==> src/rtl/debounce_tick.sv <==
// rtl/debounce_tick.sv - two-flop synchronizer plus tick-sampled debounce FSM with rise/fall pulses
module debounce_tick #(
  parameter int STABLE_TICKS = 4
) (
  input  logic clk,
  input  logic rst,
  input  logic tick,
  input  logic btn_in,
  output logic level,
  output logic rise,
  output logic fall
);

  localparam int CW = $clog2(STABLE_TICKS + 1);
  localparam logic [CW-1:0] LAST_COUNT = CW'(STABLE_TICKS);

  typedef enum logic [1:0] {
    S_LOW       = 2'd0,
    S_WAIT_HIGH = 2'd1,
    S_HIGH      = 2'd2,
    S_WAIT_LOW  = 2'd3
  } state_t;

  logic          sync1_q;
  logic          s_q;
  state_t        state_q, state_d;
  logic [CW-1:0] count_q, count_d;
  logic [CW-1:0] count_inc;
  logic          level_q, level_d;
  logic          rise_q, rise_d;
  logic          fall_q, fall_d;

  // Bring the raw input into the clock domain; only s_q is used beyond this point
  always_ff @(posedge clk or negedge rst) begin
    if (!rst) begin
      sync1_q <= 1'b0;
      s_q     <= 1'b0;
    end else begin
      sync1_q <= btn_in;
      s_q     <= sync1_q;
    end
  end

  // The counter never exceeds STABLE_TICKS-1 while waiting, so the increment cannot wrap
  assign count_inc = count_q + CW'(1);

  // Next-state logic: a bounce back always wins over a coincident final tick
  always_comb begin
    state_d = state_q;
    count_d = count_q;
    rise_d  = 1'b0;
    fall_d  = 1'b0;
    unique case (state_q)
      S_LOW: begin
        if (s_q) begin
          state_d = S_WAIT_HIGH;
          count_d = '0;
        end
      end
      S_WAIT_HIGH: begin
        if (!s_q) begin
          state_d = S_LOW;
          count_d = '0;
        end else if (tick) begin
          if (count_inc == LAST_COUNT) begin
            state_d = S_HIGH;
            count_d = '0;
            rise_d  = 1'b1;
          end else begin
            count_d = count_inc;
          end
        end
      end
      S_HIGH: begin
        if (!s_q) begin
          state_d = S_WAIT_LOW;
          count_d = '0;
        end
      end
      S_WAIT_LOW: begin
        if (s_q) begin
          state_d = S_HIGH;
          count_d = '0;
        end else if (tick) begin
          if (count_inc == LAST_COUNT) begin
            state_d = S_LOW;
            count_d = '0;
            fall_d  = 1'b1;
          end else begin
            count_d = count_inc;
          end
        end
      end
      default: begin
        state_d = S_LOW;
        count_d = '0;
      end
    endcase
    level_d = (state_d == S_HIGH) || (state_d == S_WAIT_LOW);
  end

  // State, counter and registered outputs; pulses self-clear because their _d defaults to 0
  always_ff @(posedge clk or negedge rst) begin
    if (!rst) begin
      state_q <= S_LOW;
      count_q <= '0;
      level_q <= 1'b0;
      rise_q  <= 1'b0;
      fall_q  <= 1'b0;
    end else begin
      state_q <= state_d;
      count_q <= count_d;
      level_q <= level_d;
      rise_q  <= rise_d;
      fall_q  <= fall_d;
    end
  end

  assign level = level_q;
  assign rise  = rise_q;
  assign fall  = fall_q;

endmodule

==> config.mk <==
export PLATFORM = sky130hd
export DESIGN_NAME = debounce_tick
export DESIGN_NICKNAME = d
export VERILOG_FILES = /design/src/rtl/debounce_tick.sv
export SDC_FILE = /design/constraint.sdc
export NUM_CORES = 1
export LEC_CHECK = 0
export CORE_AREA = 2 2 39 41
export DETAILED_ROUTE_END_ITERATION = 6
export DIE_AREA = 0 0 41 43
export SYNTH_ARGS = -nofsm -noshare
export SYNTH_HDL_FRONTEND = slang
export SYNTH_SLANG_ARGS = --single-unit
==> constraint.sdc <==
create_clock -name clk -period 2.1 [get_ports clk]
set_input_delay 0.315 -clock clk [delete_from_list [all_inputs] [get_ports clk]]
set_output_delay 0.315 -clock clk [all_outputs]
set_load 0.01 [all_outputs]
==> key figures, run 1 <==
Power
  – Clock power share: 0.342
  – PD cells: 720 mW/mm2
  – Switching power: 0.0819 mW
  – Leak: 0.222 nW
  – Int Pwr: 0.282 mW
  – Sw Share: 0.225
  – Combinational share of power: 0.119
  – Seq pwr share: 0.540
  – Peak VDD IR: 358 uV

STA
  – Final period utilization: 0.746
  – Final Critical Period: 1570 ps
  – Slew margin rel.: 0.738
  – Final setup violation count: 0
  – TNS Setup: 0 ps
  – RSZ-0062 raised after global routing: no
  – Achievable Freq: 0.638 GHz
  – Clock Skew: 1.11 ps
  – Final Hold Viols: 0
  – Final slew viol count: 0
  – Slew @ Worst Pin: 392 ps

Floorplanning
  – IO Pins: 7
  – CORE AREA: 0.00138 mm2
  – Die Y: 43 um
  – Die X: 41 um
  – Starting Density: 0.288
  – Die area: 0.00176 mm2
  – Row count: 14

Clock tree
  – CTS Hold Bufs: 0
  – CTS sink cnt: 9
  – Clock Latency Late Sink: 250 ps
  – Setup bufs post-CTS: 0
  – CTS tree: yes
  – H-tree lvl count: 1
  – Post-cts sizing count: 0
  – Total CTS buffers: 3
  – CTS Root Cell: clkbuf_4
  – Clock Path Buffers: 2
  – Worst-path clk slew: 60 ps

Routing
  – Average routed wire per standard cell: 9.82 um
  – Routed vias: 259
  – Antenna-violating nets left: 0
  – DRC: 0
  – Drt total wl: 560 um
  – Mean number of vias per cell: 4.54
  – 1st-iter DRT viols: 0
  – Drt pass-1 iters: 1

Critical path
  – Worst EP arrival: 1250 ps
  – Worst path cell trace: clkdlybuf4s50_1
  – Setup Crit Path Kind: reg2out
  – Slowest-stage cell, CP: clkdlybuf4s50_1
  – Levels on crit path: 1
  – Crit path max fanout: 5
  – Worst path buffer plus inverter count: 1
  – Reg2Reg Depth: 4
  – Slowest stage delay, CP: 570 ps
  – Required @ worst endpoint: 1780 ps
  – Worst Setup End Kind: output pin
  – CP startpoint kind: flip-flop
  – Delay-heaviest family, CP: buffers and inverters
  – Worst R2R Setup Slack: 680 ps

Synth
  – Synth top area share: 0.564
  – Synth Cell Area: 399 um2
  – Unique masters post-synth: 14
  – YS warnings: 0
  – Gate Count Post-Synth: 31
  – Post-Synthesis Mean Instance Area: 12.9 um2
  – Syn_nets: 38
  – Synth top area cells: dfrtp_1, ha_1, mux2i_1
  – Sequential area share after synthesis: 0.564
  – #FFs+latches synth: 9
  – Synth area leader: dfrtp_1

Placement
  – Placed Cells: 53
  – Final GP Congestion: 0.659
  – IO Port Bufs: 6

Global routing
  – Vias in the first global route: 274
  – First-pass GRT wire length: 1100 um
  – Total track usage: 0.0999
  – Pin count of the biggest net entering global routing: 10
  – Initial antenna violation count: 0
  – Global route total overflow: 0

Final layout
  – Final nets: 49
  – Most common cell after layout, fill and taps aside: dfrtp_1
  – N_diodes: 0
  – # fillers: 137
  – Most frequent cells in the layout: dfrtp_1, clkdlybuf4s50_1, nand2b_1, ha_1, clkbuf_4
  – Fraction of layout cells with a size suffix above 1: 0.146
  – Final cell count without fillers: 57
  – Layout area overhead: 26.6%

Flow run
  – Max-cap violation count: 0

Hold path
  – Worst hold-check path type: reg2reg
  – Min-Delay Path Depth: 0

Status
  – Status: finished clean
Yosys cell counts (all sizes together):
cell	instances
and2	1
dfrtp	9
ha	3
inv	2
mux2	1
mux2i	2
nand2	1
nand2b	3
nand3	2
nor3b	2
o21ai	1
o22ai	2
xor2	2
state kept, by name (all words and copies together) (netlist names):
name / flops
s_q: 1
rise: 1
count_q: 3
fall: 1
state_q: 2
sync1_q: 1
cells by family (layout without fill, tap and decap cells):
| kind of cell | Yosys count | count (layout) | share of synthesized area |
|---|---|---|---|
| muxes | 3 | 3 | 0.0784 |
| xor gates and xnor gates | 2 | 2 | 0.0627 |
| AOI/OAI and AO/OA | 3 | 3 | 0.0439 |
| DFF | 9 | 9 | 0.564 |
| and+or+nand+nor | 9 | 9 | 0.138 |
| adders and majority gates | 3 | 3 | 0.0941 |
| buffers and inverters | 2 | 12 | 0.0188 |
cell type report:
cell class,count,area (um2),share of cell area
inverters,2,7.51,0.0149
flip-flops and latches,9,225,0.446
clock buffers,4,26.3,0.0520
multi-input cells,20,166,0.329
repair buffers,6,60.1,0.119
well taps,16,20.0,0.0396
metrics by stage:
stage | util | hold WS [ps] | total power [mW] | instance area, um2 | setup slack (ps)
6_report | 0.365 | 354 | 0.364 | 505 | 533
4_1_cts | 0.365 | 360 | 0.373 | 505 | 517
3_3_place_gp | 0.346 | 343 | 0.242 | 479 | 626
2_1_floorplan | - | 19.4 | 0.223 | 399 | 772
3_5_place_dp | 0.346 | 338 | 0.244 | 479 | 577
5_1_grt | 0.365 | 364 | 0.397 | 505 | 454
per-layer routing:
layer | vias up | share of wire | global-route usage
li1 | 127 | - | -
met1 | 125 | 0.43 | 0.122
met2 | 5 | 0.51 | 0.128
met4 | 0 | 0.014 | 0.100
met3 | 2 | 0.041 | 0.0314
met5 | - | 0 | 0
final timing paths:
check,start,end
max,state_q[1],level
min,sync1_q,s_q
max reg2reg,count_q[0],state_q[1]
min reg2reg,sync1_q,s_q
max in group asynchronous,rst,count_q[1]
min in group asynchronous,rst,state_q[1]
power groups by stage:
stage               Clock, mW  Sequential, mW  Combinational [mW]
floorplan                   0           0.198              0.0249
global placement            0           0.199              0.0425
detailed placement          0           0.200              0.0440
CTS                     0.132           0.196              0.0444
global route            0.150           0.199              0.0478
finish                  0.124           0.196              0.0432
Power figures use the tool's default switching activity.
==> run 2: changes to the inputs <==
clock period = 1.4 ns   (was 2.1 ns; I/O delays follow)
==> key figures, run 2 (synthesis gave the netlist of run 1 again) <==
Status
  – Status: finished clean

STA
  – Final Hold Viols: 0 (unchanged)
  – Slew margin rel.: 0.749 (+0.0112)
  – Slew @ Worst Pin: 375 ps (-16.7 ps)
  – Achievable Freq: 0.750 GHz
  – Final Critical Period: 1330 ps
  – Setup slack after layout: 66.7 ps (-467 ps)
  – Final period utilization: 0.952
  – Final slew viol count: 0 (unchanged)
  – Final setup violation count: 0 (unchanged)
  – Clock Skew: 0.777 ps (-0.335 ps)
  – TNS Setup: 0 ps (unchanged)
  – RSZ-0062 raised after global routing: no

Critical path
  – Worst path cell trace: ha_2 > ha_1 > nand3_2 > mux2_2
  – Slowest stage delay, CP: 390 ps (-180 ps)
  – Worst R2R Setup Slack: 70 ps (-610 ps)
  – Worst EP arrival: 1470 ps (+220 ps)
  – Required @ worst endpoint: 1540 ps (-240 ps)
  – Delay-heaviest family, CP: flip-flops
  – Setup Crit Path Kind: reg2reg
  – Crit path max fanout: 4 (-1)
  – CP startpoint kind: flip-flop
  – Worst path buffer plus inverter count: 0 (-1)
  – Reg2Reg Capture Point: state_q[1]
  – Reg-to-Reg Start: count_q[0]
  – Worst Setup End Kind: flip-flop
  – Slowest-stage cell, CP: dfrtp_1
  – Reg2Reg Depth: 4 (unchanged)

Final layout
  – Area of the multi-input gates: 174 um2 (+4.5%)
  – Fraction of layout cells with a size suffix above 1: 0.256 (+0.109)
  – Max reg flops: 3 (unchanged)
  – Reg with most FFs: count_q
  – Final nets: 51 (+4.1%)
  – Layout area overhead: 32.3%
  – Largest registers: count_q x3, state_q x2
  – # fillers: 136 (-0.73%)
  – N_diodes: 0 (unchanged)
  – Register Area: 226 um2 (+0.56%)
  – Most common cell after layout, fill and taps aside: dfrtp_1
  – Most frequent cells in the layout: dfrtp_1, clkdlybuf4s50_1, nand2b_1, clkbuf_4

Routing
  – Routed vias: 273 (+5.4%)
  – Drt total wl: 640 um (+14%)
  – Met3 wire length: 27 um (+17%)
  – DRC: 0 (unchanged)
  – Mean number of vias per cell: 4.63 (+1.8%)
  – DR top layer: met4
  – Routed met1 length: 253 um (+5.0%)
  – Drt pass-1 iters: 2 (+1)
  – 1st-iter DRT viols: 1 (+1)
  – Average routed wire per standard cell: 10.8 um (+10%)
  – Antenna-violating nets left: 0 (unchanged)
  – WL met2: 335 um (+18%)

Floorplanning
  – Die X: 41 um (unchanged)
  – Starting Density: 0.288 (unchanged)
  – Die Y: 43 um (unchanged)
  – Row count: 14 (unchanged)
  – Die area: 0.00176 mm2 (unchanged)
  – IO Pins: 7 (unchanged)
  – CORE AREA: 0.00138 mm2 (unchanged)

Power
  – PD cells: 1060 mW/mm2 (+47%)
  – Leak: 0.232 nW (+4.6%)
  – Peak VDD IR: 586 uV (+64%)

Flow run
  – Max-cap violation count: 0 (unchanged)

Clock tree
  – Worst-path clk slew: 60 ps (about the same)
  – Total CTS buffers: 3 (unchanged)
  – CTS tree: yes
  – H-tree lvl count: 1 (unchanged)
  – Post-cts sizing count: 3 (+3)
  – CTS Hold Bufs: 0 (unchanged)
  – Clock Latency Late Sink: 250 ps (about the same)
  – CTS sink cnt: 9 (unchanged)
  – Clock Path Buffers: 2 (unchanged)
  – CTS Root Cell: clkbuf_4
  – Setup bufs post-CTS: 0 (unchanged)

Global routing
  – Vias in the first global route: 300 (+9.5%)
  – Initial antenna violation count: 0 (unchanged)
  – Pin count of the biggest net entering global routing: 10 (unchanged)
  – Total track usage: 0.112 (+0.0125)
  – First-pass GRT wire length: 1210 um (+10%)
  – Global route total overflow: 0 (unchanged)

Hold path
  – Worst hold-check path type: in2async

Placement
  – Final GP Congestion: 0.642 (-2.5%)
  – Pre-CTS setup slack: 4.72 ps (-573 ps)
  – DP HPWL: 478 um
  – IO Port Bufs: 6 (unchanged)
-- run 2: cell count changes in the layout (fill, tap and decap cells not counted) --
cell	before	now
dfrtp_2	0	1
ha_1	3	2
dfrtp_1	9	8
nand3_1	2	1
clkdlybuf4s50_1	6	5
nand3_2	0	1
ha_2	0	1
buf_4	0	2
dlygate4sd2_1	0	1
-- run 2: report_power, final --
| group | internal [mW] | switching [mW] | leakage (nW) | total, mW |
|---|---|---|---|---|
| clock | 0.109 | 0.0815 | 0.0150 | 0.191 |
| sequential | 0.277 | 0.0182 | 0.116 | 0.295 |
| combinational | 0.0423 | 0.0319 | 0.101 | 0.0741 |
-- run 2: how the worst max path moves through the flow --
stage,from,end,slack (ps),cells past startpoint
after floorplan,count_q[0],state_q[1],70,4
after global placement,count_q[0],state_q[1],50,4
after detailed placement,count_q[0],state_q[1],5,4
after CTS,count_q[0],state_q[1],40,4
after global routing,count_q[0],state_q[1],10,4
final,count_q[0],state_q[1],70,4
-- run 2: layout make-up --
type / instances / area share
multi-input combinational: 20 / 0.329
tap: 16 / 0.0379
inverter: 2 / 0.0142
clock buffer: 4 / 0.0498
sequential: 9 / 0.429
timing repair buffer: 8 / 0.140
-- run 2: metal layers --
layer	vias up	global-route usage
li1	127	-
met1	135	0.129
met2	7	0.150
met3	4	0.0314
met4	0	0.120
met5	-	0
-- run 2: stage by stage --
stage | cells | hold slack (ps) | util | instance area, um2 | total power [mW]
after floorplan | 31 | -85.6 | - | 399 | 0.335
after global placement | 55 | 346 | 0.357 | 494 | 0.370
after detailed placement | 55 | 341 | 0.357 | 494 | 0.374
after CTS | 59 | 243 | 0.380 | 526 | 0.573
after global routing | 59 | 260 | 0.382 | 528 | 0.605
final | 59 | 239 | 0.382 | 528 | 0.560
==> run 3: changes to the inputs <==
MAX_ROUTING_LAYER = met4   (was unset)
==> key figures, run 3 (synthesis gave the netlist of run 1 again) <==
Power
  – Peak VDD IR: 586 uV (about the same)
  – Leak: 0.232 nW (unchanged)
  – Final Power: 0.560 mW (about the same)
  – PD cells: 1060 mW/mm2 (about the same)

Status
  – Status: finished clean

Final layout
  – Fraction of layout cells with a size suffix above 1: 0.256 (unchanged)
  – Max reg flops: 3 (unchanged)
  – Most common cell after layout, fill and taps aside: dfrtp_1
  – Largest registers: count_q x3, state_q x2
  – Layout area overhead: 32.3% (unchanged)
  – N_diodes: 0 (unchanged)
  – Final nets: 51 (unchanged)
  – Area of the multi-input gates: 174 um2 (unchanged)
  – Register Area: 226 um2 (unchanged)
  – Most frequent cells in the layout: dfrtp_1, clkdlybuf4s50_1, nand2b_1, clkbuf_4
  – # fillers: 136 (unchanged)
  – Reg with most FFs: count_q

Routing
  – Drt total wl: 640 um (unchanged)
  – Average routed wire per standard cell: 10.8 um (unchanged)
  – DRC: 0 (unchanged)
  – Antenna-violating nets left: 0 (unchanged)
  – Routed vias: 273 (unchanged)
  – Mean number of vias per cell: 4.63 (unchanged)
  – Drt pass-1 iters: 2 (unchanged)
  – 1st-iter DRT viols: 1 (unchanged)

STA
  – Final Critical Period: 1330 ps (-0.117 ps)
  – Final setup violation count: 0 (unchanged)
  – Final period utilization: 0.952 (about the same)
  – Hold WS: 239 ps (-0.0450 ps)
  – RSZ-0062 raised after global routing: no
  – TNS Setup: 0 ps (unchanged)
  – Slew @ Worst Pin: 375 ps (+0.0118 ps)
  – Final slew viol count: 0 (unchanged)
  – Clock Skew: 0.770 ps (-0.00666 ps)
  – Final Hold Viols: 0 (unchanged)
  – Achievable Freq: 0.750 GHz (about the same)
  – Setup slack after layout: 66.9 ps (+0.118 ps)
  – Slew margin rel.: 0.749 (about the same)

Global routing
  – M3 GR Usage: 0.0314 (unchanged)
  – Initial antenna violation count: 0 (unchanged)
  – Global route total overflow: 0 (unchanged)
  – Met1 usage: 0.129 (unchanged)
  – Pin count of the biggest net entering global routing: 10 (unchanged)
  – GRT Max-Usage Layer: met2
  – Vias in the first global route: 301 (+0.33%)
  – First-pass GRT wire length: 1210 um (unchanged)
  – Met2 usage: 0.150 (unchanged)
  – Total track usage: 0.115 (+0.00282)

Floorplanning
  – Die area: 0.00176 mm2 (unchanged)
  – Starting Density: 0.288 (unchanged)
  – Die X: 41 um (unchanged)
  – Die Y: 43 um (unchanged)
  – IO Pins: 7 (unchanged)
  – Row count: 14 (unchanged)
  – CORE AREA: 0.00138 mm2 (unchanged)

Clock tree
  – H-tree lvl count: 1 (unchanged)
  – Worst-path clk slew: 60 ps (about the same)
  – Clock Path Buffers: 2 (unchanged)
  – Clock Latency Late Sink: 250 ps (about the same)
  – CTS sink cnt: 9 (unchanged)
  – Total CTS buffers: 3 (unchanged)
  – CTS Root Cell: clkbuf_4
  – CTS tree: yes
  – Setup bufs post-CTS: 0 (unchanged)

Placement
  – Pre-CTS setup slack: 4.72 ps (unchanged)
  – Final GP Congestion: 0.648 (+0.86%)
  – DP HPWL: 478 um (unchanged)
  – IO Port Bufs: 6 (unchanged)

Critical path
  – Worst path buffer plus inverter count: 0 (unchanged)
  – Delay-heaviest family, CP: flip-flops
  – Slowest stage delay, CP: 390 ps (about the same)
  – Worst path cell trace: ha_2 > ha_1 > nand3_2 > mux2_2
  – Worst EP arrival: 1470 ps (about the same)
  – Slowest-stage cell, CP: dfrtp_1
  – Required @ worst endpoint: 1540 ps (about the same)
  – Worst Setup End Kind: flip-flop
  – Crit path max fanout: 4 (unchanged)
  – Setup Crit Path Kind: reg2reg
  – CP startpoint kind: flip-flop

Hold path
  – Worst hold-check path type: in2async

Flow run
  – Max-cap violation count: 0 (unchanged)
run 3: layer usage:
metal | vias to the layer above | share of wire
li1 | 127 | -
met2 | 7 | 0.52
met5 | - | 0
met3 | 4 | 0.042
met4 | 0 | 0.036
met1 | 135 | 0.40
run 3: layout make-up:
type,instances,area share
well taps,16,0.0379
clock buffers,4,0.0498
multi-input cells,20,0.329
inverters,2,0.0142
flip-flops and latches,9,0.429
repair buffers,8,0.140
run 3: metrics by stage:
| step | instances | utilization | instance area (um2) |
|---|---|---|---|
| 3_5_place_dp | 55 | 0.357 | 494 |
| 2_1_floorplan | 31 | - | 399 |
| 4_1_cts | 59 | 0.380 | 526 |
| 5_1_grt | 59 | 0.382 | 528 |
| 6_report | 59 | 0.382 | 528 |
| 3_3_place_gp | 55 | 0.357 | 494 |
run 3: path summary, 6_finish.rpt:
path / startpoint / end / slack (ps) / cells after the start
max: count_q[0] / state_q[1] / 70 / 4
min: rst / fall / 240 / 1
max reg2reg: count_q[0] / state_q[1] / 70 / 4
min reg2reg: sync1_q / s_q / 360 / 0
max in group asynchronous: rst / state_q[1] / 870 / 1
min in group clk: sync1_q / s_q / 360 / 0
run 3: where the power goes:
group,internal [mW],switching [mW],leakage (nW),total [mW]
sequential,0.277,0.0182,0.116,0.295
combinational,0.0423,0.0319,0.101,0.0741
clock,0.109,0.0815,0.0150,0.191
total,0.429,0.132,0.232,0.560
run 3: timing repair:
item,in CTS,in global routing
hold buffers,0,0
gates resized for setup,3,1
setup endpoints to repair,2,1
gates cloned,0,0
